**config.mk**
```make
export PLATFORM = sky130hd
export DESIGN_NAME = mem_stage_flat
export DESIGN_NICKNAME = d
export VERILOG_FILES = /design/src/rtl/mem_stage_if.sv /design/src/rtl/mem_stage.sv /design/src/flat_wrapper.sv
export SDC_FILE = /design/constraint.sdc
export NUM_CORES = 1
export LEC_CHECK = 0
export CORE_AREA = 2 2 125 127
export CTS_CLUSTER_DIAMETER = 120
export CTS_CLUSTER_SIZE = 40
export DETAILED_ROUTE_END_ITERATION = 6
export DIE_AREA = 0 0 127 129
export PLACE_DENSITY = 0.78
export SLEW_MARGIN = 20
export SYNTH_ARGS = -nofsm -noshare
export SYNTH_HDL_FRONTEND = slang
export SYNTH_SLANG_ARGS = --single-unit
```
**constraint.sdc**
```tcl
create_clock -name clk -period 1.91 [get_ports clk]
set_input_delay 0.382 -clock clk [delete_from_list [all_inputs] [get_ports clk]]
set_output_delay 0.382 -clock clk [all_outputs]
set_load 0.05 [all_outputs]
```
**src/rtl/mem_stage_if.sv**
```systemverilog
// Data-memory req/ack bus between the MEM stage (master) and the data memory (slave).
interface mem_stage_if;
    logic        dmem_req;
    logic        dmem_we;
    logic [31:0] dmem_addr;
    logic [31:0] dmem_wdata;
    logic [31:0] dmem_rdata;
    logic        dmem_ack;

    modport master (
        output dmem_req, dmem_we, dmem_addr, dmem_wdata,
        input  dmem_rdata, dmem_ack
    );

    modport slave (
        input  dmem_req, dmem_we, dmem_addr, dmem_wdata,
        output dmem_rdata, dmem_ack
    );
endinterface

```
**src/rtl/mem_stage.sv**
```systemverilog
// MEM stage: branch resolution, multi-cycle data-memory access with upstream stall, MEM/WB register.
// Optional MEM_TIMEOUT_EN aborts an access after TIMEOUT_CYCLES unacknowledged request cycles.
module mem_stage #(
    parameter int TIMEOUT_CYCLES = 255,
    parameter int CNT_W          = 8
) (
    input  logic        clk,
    input  logic        rst_n,
    input  logic        valid_i,
    input  logic        MemtoReg,
    input  logic        RegWrite,
    input  logic        MemRead,
    input  logic        MemWrite,
    input  logic        Branch,
    input  logic        BranchNE,
    input  logic        zero,
    input  logic [31:0] pc4branched,
    input  logic [31:0] ALUres,
    input  logic [31:0] rd2,
    input  logic [4:0]  instr,
    mem_stage_if.master dmem,
    output logic        stall_o,
    output logic        pcsrc_o,
    output logic [31:0] branch_target_o,
    output logic        wb_valid_o,
    output logic        MemtoRego,
    output logic        RegWriteo,
    output logic [31:0] readdata_o,
    output logic [31:0] ALUreso,
    output logic [4:0]  wreg_o,
    output logic        misalign_o,
    output logic        bus_err_o
);

    localparam logic [0:0] IDLE = 1'b0;
    localparam logic [0:0] REQ  = 1'b1;

    if (TIMEOUT_CYCLES < 1 || TIMEOUT_CYCLES >= (1 << CNT_W)) begin : g_bad_cfg
        $error("mem_stage: TIMEOUT_CYCLES must be in [1, 2^CNT_W)");
    end

    logic [0:0] state;
    logic       mem_op;
    logic       aligned;
    logic       misalign_c;
    logic       is_load;
    logic       req_active;
    logic       ack_ok;
    logic       timeout_now;
    logic       done;
    logic       pending;

    assign mem_op     = valid_i & (MemRead | MemWrite);
    assign aligned    = (ALUres[1:0] == 2'b00);
    assign misalign_c = mem_op & ~aligned;
    assign is_load    = MemRead & ~MemWrite;

    // The request starts combinationally in IDLE so a zero-wait ack completes in one cycle;
    // rst_n gates it so a reset mid-access drops the bus immediately.
    assign req_active = rst_n & ((state == REQ) | (mem_op & aligned));
    assign ack_ok     = req_active & dmem.dmem_ack;
    assign done       = ack_ok | timeout_now;
    assign pending    = req_active & ~done;

    assign dmem.dmem_req   = req_active;
    assign dmem.dmem_we    = req_active & MemWrite;
    assign dmem.dmem_addr  = ALUres;
    assign dmem.dmem_wdata = rd2;

    assign stall_o         = pending;
    assign pcsrc_o         = valid_i & ((Branch & zero) | (BranchNE & ~zero));
    assign branch_target_o = pc4branched;

`ifdef MEM_TIMEOUT_EN
    logic [CNT_W-1:0] cnt;

    // cnt holds the number of unacknowledged request cycles already elapsed, including the first.
    assign timeout_now = req_active & ~dmem.dmem_ack & (cnt == CNT_W'(TIMEOUT_CYCLES - 1));

    always_ff @(posedge clk or negedge rst_n) begin
        if (!rst_n) begin
            cnt       <= '0;
            bus_err_o <= 1'b0;
        end else begin
            cnt       <= pending ? cnt + 1'b1 : '0;
            bus_err_o <= timeout_now;
        end
    end
`else
    assign timeout_now = 1'b0;
    assign bus_err_o   = 1'b0;
`endif

    always_ff @(posedge clk or negedge rst_n) begin
        if (!rst_n) begin
            state      <= IDLE;
            wb_valid_o <= 1'b0;
            MemtoRego  <= 1'b0;
            RegWriteo  <= 1'b0;
            readdata_o <= '0;
            ALUreso    <= '0;
            wreg_o     <= '0;
            misalign_o <= 1'b0;
        end else begin
            state <= pending ? REQ : IDLE;
            if (pending) begin
                // Bubble into WB while the access is outstanding.
                wb_valid_o <= 1'b0;
                RegWriteo  <= 1'b0;
                misalign_o <= 1'b0;
            end else begin
                wb_valid_o <= valid_i;
                MemtoRego  <= MemtoReg;
                RegWriteo  <= valid_i & RegWrite & ~misalign_c & ~timeout_now;
                readdata_o <= (ack_ok & is_load) ? dmem.dmem_rdata : '0;
                ALUreso    <= ALUres;
                wreg_o     <= instr;
                misalign_o <= misalign_c;
            end
        end
    end

endmodule

```
**src/flat_wrapper.sv**
```systemverilog
// flat-port wrapper written by rule: the top's interface ports become plain ports
module mem_stage_flat 
#(
    parameter int TIMEOUT_CYCLES = 255,
    parameter int CNT_W          = 8
)
  (clk, rst_n, valid_i, MemtoReg, RegWrite, MemRead, MemWrite, Branch, BranchNE, zero, pc4branched, ALUres, rd2, instr, stall_o, pcsrc_o, branch_target_o, wb_valid_o, MemtoRego, RegWriteo, readdata_o, ALUreso, wreg_o, misalign_o, bus_err_o, dmem_dmem_req, dmem_dmem_we, dmem_dmem_addr, dmem_dmem_wdata, dmem_dmem_rdata, dmem_dmem_ack);
  mem_stage_if dmem_i ();
  input  logic clk;
  input  logic rst_n;
  input  logic valid_i;
  input  logic MemtoReg;
  input  logic RegWrite;
  input  logic MemRead;
  input  logic MemWrite;
  input  logic Branch;
  input  logic BranchNE;
  input  logic zero;
  input  logic [31:0] pc4branched;
  input  logic [31:0] ALUres;
  input  logic [31:0] rd2;
  input  logic [4:0] instr;
  output logic stall_o;
  output logic pcsrc_o;
  output logic [31:0] branch_target_o;
  output logic wb_valid_o;
  output logic MemtoRego;
  output logic RegWriteo;
  output logic [31:0] readdata_o;
  output logic [31:0] ALUreso;
  output logic [4:0] wreg_o;
  output logic misalign_o;
  output logic bus_err_o;
  output wire logic [$bits(dmem_i.dmem_req)-1:0] dmem_dmem_req;
  output wire logic [$bits(dmem_i.dmem_we)-1:0] dmem_dmem_we;
  output wire logic [$bits(dmem_i.dmem_addr)-1:0] dmem_dmem_addr;
  output wire logic [$bits(dmem_i.dmem_wdata)-1:0] dmem_dmem_wdata;
  input wire logic [$bits(dmem_i.dmem_rdata)-1:0] dmem_dmem_rdata;
  input wire logic [$bits(dmem_i.dmem_ack)-1:0] dmem_dmem_ack;
  assign dmem_dmem_req = dmem_i.dmem_req;
  assign dmem_dmem_we = dmem_i.dmem_we;
  assign dmem_dmem_addr = dmem_i.dmem_addr;
  assign dmem_dmem_wdata = dmem_i.dmem_wdata;
  assign dmem_i.dmem_rdata = dmem_dmem_rdata;
  assign dmem_i.dmem_ack = dmem_dmem_ack;
  mem_stage #(.TIMEOUT_CYCLES(TIMEOUT_CYCLES), .CNT_W(CNT_W)) u_core (.clk(clk), .rst_n(rst_n), .valid_i(valid_i), .MemtoReg(MemtoReg), .RegWrite(RegWrite), .MemRead(MemRead), .MemWrite(MemWrite), .Branch(Branch), .BranchNE(BranchNE), .zero(zero), .pc4branched(pc4branched), .ALUres(ALUres), .rd2(rd2), .instr(instr), .dmem(dmem_i), .stall_o(stall_o), .pcsrc_o(pcsrc_o), .branch_target_o(branch_target_o), .wb_valid_o(wb_valid_o), .MemtoRego(MemtoRego), .RegWriteo(RegWriteo), .readdata_o(readdata_o), .ALUreso(ALUreso), .wreg_o(wreg_o), .misalign_o(misalign_o), .bus_err_o(bus_err_o));
endmodule
```
# == Yosys cells after proc, flatten, opt, wreduce, memory -nomap -nowiden ==
# Index checks and enable logic that the tools add are counted.
# op_classes
n_mux,5
n_bitwise,22
reduce_logical,1
# ops
operator,n
$mux 32,1
$and 1x1->1,14
$not 1->1,5
$mux 1,4
$or 1x1->1,3
$logic_not 2->1,1
# totals
reg_bits,74
in_bits,144
out_inout_bits,174
word_cells,36

# == Longest topological paths before layout ==
# logic_depth
depth_word,9
depth_mapped,5
mapped_depth_nobuf,3

# == Least setup slack after synthesis ==
# Ideal clock, no wire load.
# synth_path
path_type,input port to flip-flop
startpoint,input ALUres[1]
endpoint,register u_core.ALUreso[2]
setup_ps,128
t_arrival_ps,1775
required_time_ps,1782
slack_ps,8
path_stages,4
path_buffers,1
path_cell_list,or4b_1 o22ai_4 buf_6 mux2_1
# synth_via
elab_chain_cells,7
# synth_lines
element,line_no,source
from (decl),flat_wrapper.sv:20,input logic [31:0] ALUres;
$logic_not 2->1 (*),mem_stage.sv:54,assign aligned = (ALUres[1:0] == 2'b00);
$and 1x1->1 (*),mem_stage.sv:60,assign req_active = rst_n & ((state == REQ) | (mem_op & aligned));
$or 1x1->1 (*),mem_stage.sv:60,
$and 1x1->1 (*),mem_stage.sv:60,
$and 1x1->1,mem_stage.sv:61,assign ack_ok = req_active & dmem.dmem_ack;
$not 1->1,mem_stage.sv:63,assign pending = req_active & ~done;
$and 1x1->1 (*),mem_stage.sv:63,
named net stall_o,flat_wrapper.sv:23,output logic stall_o;
to (signal assigned),mem_stage.sv:116,ALUreso <= ALUres;
to (decl),mem_stage.sv:29,"output logic [31:0] ALUreso,"
# Mark *: on every way through the listed nets, which the timed path passes. The rest lies on a longest branch.
# A chain may end at the register's enable or synchronous reset.

# == Final worst setup path ==
# layout_path
startpoint,register u_core.readdata_o[26]
endpoint,output readdata_o[26]
# layout_rtl
element,line_no,source
from (decl),mem_stage.sv:28,"output logic [31:0] readdata_o,"
from (signal assigned),mem_stage.sv:115,readdata_o <= (ack_ok & is_load) ? dmem.dmem_rdata : '0;
to (decl),flat_wrapper.sv:29,output logic [31:0] readdata_o;
# No word-level cell between the ends.

==> impl_metrics.csv <==
group,metric,value,unit
placed_design,pre_cts_slack,-492,ps
clocking,cts_buffers,9,
clocking,htree_levels,3,
floorplan,fp.dieH,129,µm
setup_path,r2r_start,"u_core.state",
final_layout,finalInstanceArea,5940,µm²
global_route,grt_first_pass_wirelength,16800,µm
setup_path,slowest_delay,810,ps
power,leakage,0.00297,µW
synth,syn_nets,483,
clocking,cts_tree,"yes",
global_route,grt-ovfl-total,0,
detailed_routing,drt.antenna.violating_nets,0,
synth,synth_cell_type_count,19,
setup_path,required,1530,ps
setup_path,crit_slowest_cell,"clkdlybuf4s50_1",
power,power_density,722,nW/µm²
synth,ys_ff_latch,74,
synth,seq_area_frac_synth,48.4,%
timing,final.min_clock_period,1880,ps
setup_path,reg2reg_slack,460,ps
setup_path,critPathLaunchType,"register",
setup_path,timing.rr.end,"u_core.ALUreso[10]",
status,status,"finished clean",
power,irDropWorstVdd,0.000337,V
global_route,grt_antenna_before_repair,0,
floorplan,start_util,25.5,%
final_layout,nFillCells,1436,
floorplan,die_w,127,µm
synth,syn_area,3820,µm²
synth,avgSynthCellArea,11.3,µm²
clocking,clkSinkCount,74,
placed_design,post_dp_cell_area,5550,µm²
clocking,ctsHoldBuffers,0,
setup_path,crit_type,"reg -> out",
timing,tightest_slew,742,ps
timing,fmax,0.531,GHz
final_layout,layout_common_cells,"clkdlybuf4s50_1, dfrtp_1, dlymetal6s2s_1",
synth,yosys_warnings,0,
detailed_routing,drtPass1Iterations,3,
timing,max_slew_margin,50.5,%
hold_path,hp-class,"in -> async",
setup_path,cp_max_fo,2,
global_route,grt.total_usage,13.5,%
timing,fin_crit_sh,98.7,%
final_layout,mostFrequentLayoutCell,"clkdlybuf4s50_1",
floorplan,ios,318,
detailed_routing,drtIter0Drc,61,
setup_path,worstPathCellList,"clkdlybuf4s50_1",
clocking,clkSlewWorstSetupHoldPaths,60,ps
placed_design,finalWeightedCongestion,0.689,
timing,finClkSkew,7.05,ps
final_layout,drive_gt1_share,19.1,%
timing,final-setup-viol-count,0,
detailed_routing,drc,0,
final_layout,area_growth,55.4,%
floorplan,die_area,16400,µm²
synth,synthCells,339,
setup_path,critical_path_buf_inv_count,1,
detailed_routing,vias_per_cell,4.36,
clocking,cts_buffer_depth,2,
setup_path,critPathTopFamily,"buffers and inverters",
global_route,grt_pass1_vias,2849,
global_route,grt_max_degree,76,
detailed_routing,vias,2757,
timing,hold_slack,205,ps
clocking,root_buffer,"clkbuf_16",
final_layout,antennaDiodeCount,0,
setup_path,reg2regPathDepth,5,
placed_design,port_buffers,188,
setup_path,critPathArrivalTime,1500,ps
detailed_routing,wire_per_inst,17.9,µm
floorplan,num_rows,45,
placed_design,dpl.hpwl,8880,µm
floorplan,core,15000,µm²
flow_run,max-cap-violations,0,
final_layout,finalNetCount,584,
timing,rsz0062_at_grt,"no",
setup_path,end_kind,"output pin",
timing,final_hold_viol_count,0,
timing,drv_slew,0,
clocking,clock_latency,330,ps
timing,setup_ws,25.4,ps
timing,fin_tns_setup,0,ps
detailed_routing,wirelength,11300,µm
[layer usage]
layer	GRT usage (%)	wire length (µm)
met5	0.294	0
met4	5.37	216
met2	23.5	5870
met1	14.4	4000
met3	5.99	1200
[report_power, final]
group	internal [µW]	switching [µW]	total [µW]
logic	434	551	984
clock network	1000	656	1660
registers	1620	27.6	1650
total	3060	1230	4290
[state kept, by name, indices dropped and copies added, names as in the netlist]
signal             flops
u_core.ALUreso        32
u_core.MemtoRego       1
u_core.RegWriteo       1
u_core.misalign_o      1
u_core.readdata_o     32
u_core.state           1
u_core.wb_valid_o      1
u_core.wreg_o          5
[Yosys cell counts]
cell | n | area [µm²]
a21oi_1 | 33 | 165
nand2_1 | 1 | 3.75
dfrtp_1 | 74 | 1850
o21ai_0 | 1 | 5.00
mux2_1 | 38 | 428
clkbuf_1 | 13 | 48.8
and3b_1 | 2 | 17.5
nor3b_1 | 33 | 248
o21ai_1 | 1 | 5.00
nor2b_1 | 35 | 219
o21a_1 | 1 | 7.51
buf_6 | 4 | 45.0
buf_4 | 97 | 728
or4b_1 | 1 | 10.0
nor2_1 | 1 | 3.75
o22ai_4 | 1 | 20.0
mux2i_1 | 1 | 10.0
nor3_1 | 1 | 5.00
conb_1 | 1 | 3.75
[metrics by stage]
stage               total power, µW  util (%)  std cells
floorplan                      2540         -        339
global placement               2660      37.1        614
detailed placement             2680      37.1        614
CTS                            4370      39.1        632
global route                   4490      39.7        632
finish                         4290      39.7        632
[timing repair]
action | 4_1_cts | 5_1_grt
setup endpoints to repair | 41 | 40
buffers inserted | 3 | 0
pin swaps | 3 | 2
resized for setup | 20 | 40
[how the worst max path moves through the flow]
stage | from | endpoint | slack (ps) | cells past startpoint
after floorplan | ALUres[1] | u_core.ALUreso[2] | 8 | 4
after global placement | ALUres[1] | u_core.ALUreso[11] | -440 | 5
after detailed placement | ALUres[1] | u_core.ALUreso[22] | -490 | 5
after CTS | ALUres[1] | stall_o | 0.7 | 5
after global routing | u_core.readdata_o[3] | readdata_o[3] | 1 | 1
final | u_core.readdata_o[26] | readdata_o[26] | 30 | 1
[tightest hold or removal path: stages]
cell and delay (ps):
buf_4 80, buf_4 120, buf_4 370
[cell families after synthesis]
logic type / synth area share, %
muxes: 11.4
buffers and inverters: 21.5
and+or+nand+nor: 13.2
AOI/OAI and AO/OA: 5.30
DFF: 48.4
other: 0.0980
[cell type report]
cell class,count,area (µm²),share of cell area [%]
Multi-Input combinational cell,151,1160,19.5
Clock buffer,10,229,3.85
Clock inverter,5,56.3,0.947
Timing Repair Buffer,204,2410,40.6
Tap cell,188,235,3.96
Sequential cell,74,1850,31.2
(Power assumes the default switching activity.)
